--- config.mk ---
export PLATFORM = sky130hd
export DESIGN_NAME = pc_history_unit_flat
export DESIGN_NICKNAME = d
export VERILOG_FILES = /design/src/rtl/pc_history_unit_if.sv /design/src/rtl/pc_history_unit.sv /design/src/flat_wrapper.sv
export SDC_FILE = /design/constraint.sdc
export NUM_CORES = 1
export LEC_CHECK = 0
export ABC_AREA = 1
export CAP_MARGIN = 20
export CORE_UTILIZATION = 55
export DETAILED_ROUTE_END_ITERATION = 12
export PLACE_DENSITY = 0.84
export SLEW_MARGIN = 40
export SYNTH_ARGS = -nofsm -noshare
export SYNTH_HDL_FRONTEND = slang
export SYNTH_SLANG_ARGS = --single-unit
--- constraint.sdc ---
create_clock -name clk -period 4.72 [get_ports clk]
set_input_delay 0.708 -clock clk [delete_from_list [all_inputs] [get_ports clk]]
set_output_delay 0.708 -clock clk [all_outputs]
set_load 0.01 [all_outputs]
--- src/rtl/pc_history_unit_if.sv ---
// rtl/pc_history_unit_if.sv - control and observation bundle for the PC history unit
interface pc_history_unit_if #(
    parameter int WIDTH = 12,
    parameter int DEPTH = 4,
    parameter int IDXW  = (DEPTH > 1) ? $clog2(DEPTH) : 1,
    parameter int CNTW  = $clog2(DEPTH + 1)
);
    logic                   enable;
    logic [1:0]             next_sel;
    logic [WIDTH-1:0]       target;
    logic [IDXW-1:0]        rewind_idx;
    logic [WIDTH-1:0]       out;
    logic [WIDTH-1:0]       prev_out;
    logic [WIDTH*DEPTH-1:0] hist_flat;
    logic [CNTW-1:0]        hist_count;
    logic                   wrap;
    logic                   rewind_err;

    modport master (
        output enable, next_sel, target, rewind_idx,
        input  out, prev_out, hist_flat, hist_count, wrap, rewind_err
    );

    modport slave (
        input  enable, next_sel, target, rewind_idx,
        output out, prev_out, hist_flat, hist_count, wrap, rewind_err
    );
endinterface

--- src/rtl/pc_history_unit.sv ---
// rtl/pc_history_unit.sv - program counter with selectable next-PC source and rewindable history
module pc_history_unit #(
    parameter int               WIDTH     = 12,
    parameter int               DEPTH     = 4,
    parameter logic [WIDTH-1:0] RESET_VEC = '0,
    parameter int               IDXW      = (DEPTH > 1) ? $clog2(DEPTH) : 1,
    parameter int               CNTW      = $clog2(DEPTH + 1)
) (
    input logic              clk,
    input logic              clr,
    pc_history_unit_if.slave bus
);
    logic [WIDTH-1:0] pc, pc_n;
    logic [WIDTH-1:0] hist [DEPTH];
    logic [WIDTH-1:0] hist_n [DEPTH];
    logic [CNTW-1:0]  cnt, cnt_n;
    logic             wrap_q, wrap_n;
    logic             err_q, err_n;
    logic [WIDTH:0]   sum_inc;
    logic [WIDTH+1:0] sum_br;
    logic             rewind_ok;

    // Two guard bits let the branch sum represent both underflow and overflow.
    assign sum_inc   = {1'b0, pc} + {{WIDTH{1'b0}}, 1'b1};
    assign sum_br    = {2'b00, pc} + {{(WIDTH+1){1'b0}}, 1'b1}
                     + {{2{bus.target[WIDTH-1]}}, bus.target};
    assign rewind_ok = int'(bus.rewind_idx) < int'(cnt);

    always_comb begin
        pc_n   = pc;
        hist_n = hist;
        cnt_n  = cnt;
        wrap_n = 1'b0;
        err_n  = 1'b0;
        if (bus.enable) begin
            if (bus.next_sel != 2'b11) begin
                case (bus.next_sel)
                    2'b00: begin
                        pc_n   = sum_inc[WIDTH-1:0];
                        wrap_n = sum_inc[WIDTH];
                    end
                    2'b01: begin
                        pc_n   = sum_br[WIDTH-1:0];
                        wrap_n = sum_br[WIDTH+1] | sum_br[WIDTH];
                    end
                    default: pc_n = bus.target;
                endcase
                hist_n[0] = pc;
                for (int k = 1; k < DEPTH; k++) hist_n[k] = hist[k-1];
                cnt_n = (cnt == CNTW'(DEPTH)) ? cnt : cnt + 1'b1;
            end else if (rewind_ok) begin
                for (int j = 0; j < DEPTH; j++)
                    if (j == int'(bus.rewind_idx)) pc_n = hist[j];
                // Drop the restored entry and everything newer than it.
                for (int k = 0; k < DEPTH; k++) begin
                    hist_n[k] = '0;
                    for (int j = 0; j < DEPTH; j++)
                        if (j == k + int'(bus.rewind_idx) + 1) hist_n[k] = hist[j];
                end
                cnt_n = CNTW'(int'(cnt) - int'(bus.rewind_idx) - 1);
            end else begin
                err_n = 1'b1;
            end
        end
    end

    always_ff @(posedge clk) begin
        if (clr) begin
            pc     <= RESET_VEC;
            cnt    <= '0;
            wrap_q <= 1'b0;
            err_q  <= 1'b0;
            for (int k = 0; k < DEPTH; k++) hist[k] <= '0;
        end else begin
            pc     <= pc_n;
            cnt    <= cnt_n;
            wrap_q <= wrap_n;
            err_q  <= err_n;
            for (int k = 0; k < DEPTH; k++) hist[k] <= hist_n[k];
        end
    end

    genvar g;
    generate
        for (g = 0; g < DEPTH; g++) begin : g_flat
            assign bus.hist_flat[g*WIDTH +: WIDTH] = hist[g];
        end
    endgenerate

    assign bus.out        = pc;
    assign bus.prev_out   = hist[0];
    assign bus.hist_count = cnt;
    assign bus.wrap       = wrap_q;
    assign bus.rewind_err = err_q;
endmodule

--- src/flat_wrapper.sv ---
// flat-port wrapper written by rule: the top's interface ports become plain ports
module pc_history_unit_flat 
#(
    parameter int               WIDTH     = 12,
    parameter int               DEPTH     = 4,
    parameter logic [WIDTH-1:0] RESET_VEC = '0,
    parameter int               IDXW      = (DEPTH > 1) ? $clog2(DEPTH) : 1,
    parameter int               CNTW      = $clog2(DEPTH + 1)
)
  (clk, clr, bus_enable, bus_next_sel, bus_target, bus_rewind_idx, bus_out, bus_prev_out, bus_hist_flat, bus_hist_count, bus_wrap, bus_rewind_err);
  pc_history_unit_if #(.WIDTH(WIDTH), .DEPTH(DEPTH), .IDXW(IDXW), .CNTW(CNTW)) bus_i ();
  input logic clk;
  input logic clr;
  input wire logic [$bits(bus_i.enable)-1:0] bus_enable;
  input wire logic [$bits(bus_i.next_sel)-1:0] bus_next_sel;
  input wire logic [$bits(bus_i.target)-1:0] bus_target;
  input wire logic [$bits(bus_i.rewind_idx)-1:0] bus_rewind_idx;
  output wire logic [$bits(bus_i.out)-1:0] bus_out;
  output wire logic [$bits(bus_i.prev_out)-1:0] bus_prev_out;
  output wire logic [$bits(bus_i.hist_flat)-1:0] bus_hist_flat;
  output wire logic [$bits(bus_i.hist_count)-1:0] bus_hist_count;
  output wire logic [$bits(bus_i.wrap)-1:0] bus_wrap;
  output wire logic [$bits(bus_i.rewind_err)-1:0] bus_rewind_err;
  assign bus_i.enable = bus_enable;
  assign bus_i.next_sel = bus_next_sel;
  assign bus_i.target = bus_target;
  assign bus_i.rewind_idx = bus_rewind_idx;
  assign bus_out = bus_i.out;
  assign bus_prev_out = bus_i.prev_out;
  assign bus_hist_flat = bus_i.hist_flat;
  assign bus_hist_count = bus_i.hist_count;
  assign bus_wrap = bus_i.wrap;
  assign bus_rewind_err = bus_i.rewind_err;
  pc_history_unit #(.WIDTH(WIDTH), .DEPTH(DEPTH), .RESET_VEC(RESET_VEC), .IDXW(IDXW), .CNTW(CNTW)) u_core (.clk(clk), .clr(clr), .bus(bus_i));
endmodule
# [After elaboration in Yosys (flattened, before gate mapping)]
# Index checks and enable logic that the tools add are counted.
[totals] register_bits=65 in_bits=19 out_inout_bits=77 elab_cells=93
[classes] add_sub_neg=12 magnitude_cmp=1 n_eq_ne=23 mux=30 n_bitwise=3 reduce_logical=16
[op_table] op="12-bit two-way mux" count=22
[op_table] op="3-bit by 32-bit == test with 1-bit output (first input constant)" count=6
[op_table] op="32-bit logical NOT" count=4
[op_table] op="32-bit by 2-bit adder with 32-bit output (second input constant)" count=3
[op_table] op="2-bit by 32-bit == test with 1-bit output (first input constant)" count=3
[op_table] op="48-bit two-way mux" count=2
[op_table] op="12-bit by 1-bit adder with 13-bit output (second input constant)" count=2
[op_table] op="12-bit case mux with 2 select lines" count=1
[op_table] op="3-bit AND reduction" count=6
[op_table] op="14-bit adder" count=1
[op_table] op="3-bit two-way mux" count=3
[op_table] op="2-bit by 2-bit adder with 3-bit output (first input constant)" count=2
[op_table] op="2-bit by 3-bit == test with 1-bit output (first input constant)" count=2
[op_table] op="3-bit OR reduction" count=2
[op_table] op="5-bit by 4-bit != test with 1-bit output (second input constant)" count=1
[op_table] op="5-bit nonzero test" count=1
[op_table] op="2-bit == test (first input constant)" count=2
[op_table] op="2-bit logical NOT" count=2
[op_table] op="2-bit != test (second input constant)" count=2
[op_table] op="4-bit by 3-bit != test with 1-bit output (second input constant)" count=1
[op_table] op="1-bit by 2-bit adder with 3-bit output (first input constant)" count=1
[op_table] op="3-bit by 1-bit adder with 3-bit output (second input constant)" count=1
[op_table] op="1-bit by 3-bit == test with 1-bit output (first input constant)" count=1
[op_table] op="3-bit == test (second input constant)" count=1
[op_table] op="12 further kinds" count=13

# [Logic depth before layout (Yosys ltp)]
# Gate-level depths: netlist of run 1.
[depth] ltp_word=9 ltp_mapped=19 depth_no_buf=18

# [Worst setup path after synthesis of run 1]
# Ideal clock, no wire load.
[synth_path] path_type="reg-to-reg" start="register u_core.pc[1], in the netlist u_core.bus.out[1]" end="register u_core.wrap_q, in the netlist u_core.bus.wrap" setup_time_ns=0.130 arrival_ns=2.103 required_ns=4.590 setup_slack_ns=2.487 path_stages_with_launch=18 path_buffers=0 period_less_slack_ns=2.233 path_cell_list="dfxtp_1 ha_1 nand3_1 nor2_1 nand3_1 inv_1 nor2_1 ha_1 nand2_1 nor2_1 and2_1 nand2_1 nand2_1 nand2_1 nand2_1 nand2_1 nand2_1 a21oi_1"
[synth_between] elab_chain_len=4 elab_cells_between_ends=5 cone_classes="3 x add/sub; 1 x mux; 1 x bitwise"
[synth_lines] item="from (decl)" line="pc_history_unit.sv:13" rtl="logic [WIDTH-1:0] pc, pc_n;"
[synth_lines] item="from (signal assigned)" line="pc_history_unit.sv:75" rtl="pc <= pc_n;"
[synth_lines] item="12-bit by 1-bit adder with 13-bit output" line="pc_history_unit.sv:24, pc_history_unit.sv:25"
[synth_lines] item="14-bit adder" line="pc_history_unit.sv:26" rtl="+ {{2{bus.target[WIDTH-1]}}, bus.target};"
[synth_lines] item="1-bit bitwise OR" line="pc_history_unit.sv:44" rtl="wrap_n = sum_br[WIDTH+1] | sum_br[WIDTH];"
[synth_lines] item="1-bit case mux with 2 select lines *" line="pc_history_unit.sv:37" rtl="case (bus.next_sel)"
[synth_lines] item="to (signal assigned)" line="pc_history_unit.sv:77" rtl="wrap_q <= wrap_n;"
[synth_lines] item="to (decl)" line="pc_history_unit.sv:17" rtl="logic wrap_q, wrap_n;"
# Mark *: on every way between the ends. The rest lies on a longest branch, timed or not.
# A chain may end at the register's enable or synchronous reset.

# [Final worst setup path of run 1]
[layout_path] start="input port bus_rewind_idx[1]" end="register u_core.hist (netlist bit u_core.bus.hist_flat[17])"
[layout_between] elab_chain_len=9 elab_cells_between_ends=16 cone_classes="2 x add/sub; 1 x order compare; 4 x eq/ne; 6 x mux; 3 x reduce/logical"
[layout_lines] item="from (decl)" line="flat_wrapper.sv:17" rtl="input wire logic [$bits(bus_i.rewind_idx)-1:0] bus_rewind_idx;"
[layout_lines] item="1-bit by 2-bit adder with 3-bit output" line="pc_history_unit.sv:58" rtl="if (j == k + int'(bus.rewind_idx) + 1) hist_n[k] = hist[j];"
[layout_lines] item="32-bit by 2-bit adder with 32-bit output" line="pc_history_unit.sv:58"
[layout_lines] item="32-bit logical NOT" line="pc_history_unit.sv:58"
[layout_lines] item="12-bit two-way mux (4 in series)" line="pc_history_unit.sv:58"
[layout_lines] item="48-bit two-way mux" line="pc_history_unit.sv:51" rtl="end else if (rewind_ok) begin"
[layout_lines] item="48-bit two-way mux" line="pc_history_unit.sv:36" rtl="if (bus.next_sel != 2'b11) begin"
[layout_lines] item="to (decl)" line="pc_history_unit.sv:14" rtl="logic [WIDTH-1:0] hist [DEPTH];"
# Several ways; a longest one is shown, not always the timed one. The select of a mux whose other input is x is not followed.

==> qor.yml, run 1 <==
sta:
  period_needed_ps: 3150
  period_share: 0.667
  fmax_mhz: 318
  worst_slew_pin_slew_ps: 777
  rsz0062_at_grt: "no"
  finalHoldViolCount: 0
  tns_ps: 0
  hold_slack_ps: 524
  setup_viol_count_final: 0
  slew-limit-headroom: 0.480
  fin_worst_skew_ps: 12.5
  report.final.slew_viol_count: 0
min_path:
  hold_path_class: "flop to flop"
clock_network:
  root_buffer: "clkbuf_8"
  clk_path_buf_depth: 2
  h-tree-depth: 3
  post_cts_buffers: 0
  hold_buffers: 0
  clk_latency_ps: 360
  cts-resized-gates: 0
  numCtsBuffers: 9
  cts_tree: "done"
  clkTransAtPathRegs_ps: 80
  clock_sinks: 65
routing:
  viasPerCell: 6.26
  drt_iter0_drc: 679
  dr.pass1.iters: 6
  dr_total_vias: 5976
  ant_nets: 0
  routedWlPerCell_um: 17.8
  drcViolationCount: 0
  wl_um: 17000
synthesis:
  synth_edf_count: 0
  ys_types: 40
  ys.flop_type: "dfxtp_1"
  synth_cells: 785
  async_flop_share: 0
  synthesis.nets: 832
  synth-seq-cells: 65
  synth_area_um2: 5020
  seq_area_frac_synth: 0.259
  avgSynthCellArea_um2: 6.40
  ys.warnings.count: 0
global_routing:
  grt_pass1_vias: 5638
  grt.total_usage: 0.359
  overflow: 0
  antenna_found_initial: 0
  grt_max_degree: 55
  grt_pass1_wl_um: 27800
cells_and_area:
  fin_util: 0.698
  antenna_cells: 0
  nets: 888
  drive_above_1_share: 0.0461
  syn2layout_area_growth_pct: 21.8
  regArea_um2: 1300
  multi_input_area_um2: 3090
  fill_cells: 762
  stdcell_count: 954
worst_setup_path:
  end_kind: "flop"
  path_common_cell: "buf_4"
  arrival_ps: 3430
  cpMaxStageDelayCell: "clkdlybuf4s50_1"
  start_kind: "input port"
  path_buf_inv: 6
  cpPeakStageDelay_ps: 590
  critPathTopFamily: "buffers and inverters"
  crit_type: "input port to flop"
  cp_max_fo: 54
  path_cells: "clkdlybuf4s50_1 > inv_1 > ha_1 > buf_4 > clkinv_1 > buf_4 > nand3_1 > o21ai_1 > buf_4 > nand2_1 > a31oi_1"
  critPathRequiredTime_ps: 5000
flow_run:
  maxCapViolCount: 0
floorplanning:
  start_util: 0.573
  die_w_um: 97.6
  die_h_um: 97.6
  rows: 34
  io_pins: 96
  dieArea_um2: 9520
  fp.coreArea_um2: 8760
place:
  dp_hpwl_um: 12000
  port_buffers: 95
  placed_cells: 938
  gp_congestion: 0.918
power_and_ir_drop:
  power_w: 0.00175
  vdd_drop_max_v: 0.000167
  power.density_nw_per_um2: 286
  p_leak_nw: 2.46
run_status:
  status: "complete, no violations"
[registers in the layout, indices dropped and copies added, names as in the netlist]
name and cells:
u_core.bus.hist_count 3, u_core.bus.hist_flat 36, u_core.bus.out 12, u_core.bus.prev_out 12
u_core.bus.rewind_err 1, u_core.bus.wrap 1
[synth_stat cells (3+ instances only)]
master | count | area, µm²
ha_1 | 26 | 325
nor2_1 | 38 | 143
xor2_1 | 5 | 43.8
nor3_1 | 3 | 15.0
buf_4 | 12 | 90.1
clkbuf_1 | 30 | 113
buf_2 | 12 | 60.1
nand3_1 | 77 | 385
nand2_1 | 167 | 627
buf_6 | 3 | 33.8
o211ai_1 | 27 | 203
nand4_1 | 5 | 31.3
inv_1 | 85 | 319
o21ai_0 | 107 | 536
a21oi_1 | 43 | 215
a31oi_1 | 38 | 238
nand3b_1 | 4 | 30.0
o32ai_1 | 5 | 43.8
o221ai_1 | 4 | 35.0
dfxtp_1 | 65 | 1300
[kinds of logic (layout without fill, tap and decap cells)]
group           Yosys count  count (layout)  synth area share
simple gates            303             303             0.260
compound gates          235             235             0.271
buf+inv                 149             210             0.129
flops                    65              65             0.259
fa+ha+maj                28              28            0.0727
xor+xnor                  5               5           0.00872
[placed cells by master (no fill, tap or decap), drive strengths merged, types with 5 or more instances in the layout]
master / count
xor2: 5
clkdlybuf4s50: 95
ha: 26
o211ai: 27
nand2: 169
a31oi: 40
inv: 88
dfxtp: 65
nor2: 40
buf: 10
clkinv: 5
nand3: 78
nand4: 5
o21ai: 109
a21oi: 44
clkbuf: 10
o32ai: 5
[layer usage]
metal	track usage	routed length, µm	up-vias	part of all wire
li1	-	-	2782	-
met1	0.478	6940	2722	0.41
met2	0.562	7770	400	0.46
met3	0.0612	1740	72	0.10
met4	0.178	563	0	0.033
met5	0	0	-	0
[layout make-up]
cell class              instances  area share
clock buffers                  10      0.0225
clock inverters                 6      0.0149
inverters                      89      0.0550
multi-input cells             571       0.505
flip-flops and latches         65       0.213
well taps                     108      0.0221
repair buffers                105       0.168
[metrics by stage]
stage / instance area, µm² / setup WS [ps]
after floorplan: 5020 / 2490
after global placement: 5870 / 1330
after detailed placement: 5880 / 1190
after CTS: 6110 / 1570
after global routing: 6120 / 1440
final: 6120 / 1570
[power by group]
group / internal [W] / leakage (nW) / total, W / switching, W
sequential: 0.000592 / 0.535 / 0.000663 / 0.0000716
combinational: 0.000223 / 1.80 / 0.000536 / 0.000314
clock: 0.000313 / 0.116 / 0.000550 / 0.000237
total: 0.00113 / 2.46 / 0.00175 / 0.000622
[path summary, 6_finish.rpt]
path                                                from  slack [ps]                  endpoint  depth (start not counted)
worst max-delay path                   bus_rewind_idx[1]        1570  u_core.bus.hist_flat[17]                         11
worst min-delay path            u_core.bus.hist_flat[20]         520  u_core.bus.hist_flat[32]                          2
worst max register to register         u_core.bus.out[0]        1900         u_core.bus.out[6]                         16
worst min register to register  u_core.bus.hist_flat[20]         520  u_core.bus.hist_flat[32]                          2
[worst reg2reg max path, delay by kind of cell, from the launching register on]
| family | cells | cell delay (ps) |
|---|---|---|
| AOI/OAI and AO/OA | 4 | 710 |
| adders and majority gates | 1 | 280 |
| buffers and inverters | 3 | 300 |
| DFF | 1 | 480 |
| and+or+nand+nor | 8 | 970 |
No activity file was read; power rests on OpenSTA's default activity.
==> run 2, diff against run 1 <==
- CORE_UTILIZATION: 55 -> 53
- PLACE_DENSITY: 0.84 -> 0.81
- clock period: 4.72 -> 3.2 ns (I/O delays scaled with it)
==> qor.yml, run 2 (synthesized netlist as in run 1, its figures left out) <==
worst_setup_path:
  cpPeakStageDelay_ps: 480
  critPathTopFamily: "simple AND/OR/NAND/NOR gates"
  critPathRequiredTime_ps: 3430
  cpMaxStageDelayCell: "dfxtp_1"
  crit_type: "flop to flop"
  path_buf_inv: 1
  start_kind: "flop"
  path_common_cell: "nand3_1"
  arrival_ps: 3050
  cp_max_fo: 7
  path_cells: "ha_1 > nand3_1 > nor2_1 > nand3_1 > inv_1 > nor2_1 > ha_1 > nand2_1 > nor2_1 > nand3_1 > nand3_1 > nand2_1 > nand3_1 > nand2_1 > nand2_1 > a21oi_1"
  end_kind: "flop"
clock_network:
  clkTransAtPathRegs_ps: 90
  clock_sinks: 65
  hold_buffers: 0
  post_cts_buffers: 0
  clk_latency_ps: 360
  h-tree-depth: 3
  root_buffer: "clkbuf_8"
  clk_path_buf_depth: 2
  numCtsBuffers: 9
  cts_tree: "done"
  cts-resized-gates: 0
global_routing:
  grt_max_degree: 50
  grt_pass1_wl_um: 27900
  overflow: 0
  grt_pass1_vias: 5562
  grt.total_usage: 0.360
  antenna_found_initial: 0
sta:
  setup_viol_count_final: 0
  period_share: 0.880
  fin_worst_skew_ps: 18.0
  period_needed_ps: 2820
  tns_ps: 0
  worst_slew_pin_slew_ps: 798
  report.final.slew_viol_count: 0
  slew-limit-headroom: 0.467
  fmax_mhz: 355
  finalHoldViolCount: 0
  rsz0062_at_grt: "no"
flow_run:
  maxCapViolCount: 0
routing:
  dr.pass1.iters: 6
  viasPerCell: 6.25
  drcViolationCount: 0
  ant_nets: 0
  routedWlPerCell_um: 18.6
  wl_um: 18000
  drt_iter0_drc: 640
  dr_total_vias: 6037
cells_and_area:
  largest_register_ffs: 36
  layout_common_cells: "167 x nand2_1, 107 x o21ai_0, 95 x clkdlybuf4s50_1"
  nets: 897
  layout_commonest_cell: "nand2_1"
  syn2layout_area_growth_pct: 23.6
  antenna_cells: 0
  drive_above_1_share: 0.0561
place:
  gp_congestion: 0.930
  dp_hpwl_um: 12700
  port_buffers: 95
power_and_ir_drop:
  switching_power_w: 0.000939
  p_int_w: 0.00175
  p_clk_frac: 0.336
  p_seq_frac: 0.365
  swShare: 0.349
  combinationalPowerShare: 0.299
  power.density_nw_per_um2: 433
  power_w: 0.00269
  vdd_drop_max_v: 0.000253
  p_leak_nw: 2.50
run_status:
  status: "complete, no violations"
floorplanning:
  start_util: 0.546
  dieArea_um2: 9870
  fp.coreArea_um2: 9200
  rows: 35
  die_w_um: 99.3
  io_pins: 96
  die_h_um: 99.3
min_path:
  hold_path_class: "flop to flop"
[run 2: changes by cell type in the layout (fill, tap and decap cells not counted), sizes merged]
cell / before / now
bufinv: 2 / 3
buf: 10 / 19
clkinv: 5 / 3
clkinvlp: 0 / 1
[run 2: cell type report]
type                            instances  area (µm²)
Clock buffer                           10         138
Multi-Input combinational cell        571        3080
Timing Repair Buffer                  114        1090
Fill cell                             847        2990
Inverter                               89         337
Tap cell                              111         139
Clock inverter                          6         115
Sequential cell                        65        1300
[run 2: power groups by stage]
stage	clock network (W)	logic, W	registers, W
2_1_floorplan	0	0.000467	0.000985
3_3_place_gp	0	0.000760	0.000991
3_5_place_dp	0	0.000784	0.000993
4_1_cts	0.000895	0.000789	0.000975
5_1_grt	0.000932	0.000879	0.000988
6_report	0.000903	0.000804	0.000982
[run 2: through the flow]
| stage | utilization | instance area [µm²] | hold WS [ps] | cells | setup slack, ps |
|---|---|---|---|---|---|
| 3_3_place_gp | 0.647 | 5950 | 510 | 950 | 379 |
| 2_1_floorplan | - | 5020 | 522 | 785 | 967 |
| 4_1_cts | 0.674 | 6200 | 531 | 966 | 427 |
| 6_report | 0.675 | 6210 | 531 | 966 | 383 |
| 3_5_place_dp | 0.647 | 5950 | 517 | 950 | 142 |
| 5_1_grt | 0.675 | 6210 | 550 | 966 | 43.5 |
[run 2: per-layer routing]
layer	track usage	routed length [µm]
met2	0.586	8180
met5	0	0
met1	0.466	7410
met4	0.120	546
met3	0.0914	1870
[run 2: tightest hold or removal path, cell delays in order, from the launching register on]
cell     delay (ps)
dfxtp_1         350
nand2_1          70
a31oi_1          70
[run 2: worst paths after layout]
check	cells after the start	from	slack [ps]	to
worst max-delay path	16	u_core.bus.out[0]	380	u_core.bus.out[9]
worst min-delay path	2	u_core.bus.hist_flat[20]	530	u_core.bus.hist_flat[32]
worst max register to register	16	u_core.bus.out[0]	380	u_core.bus.out[9]
worst min register to register	2	u_core.bus.hist_flat[20]	530	u_core.bus.hist_flat[32]
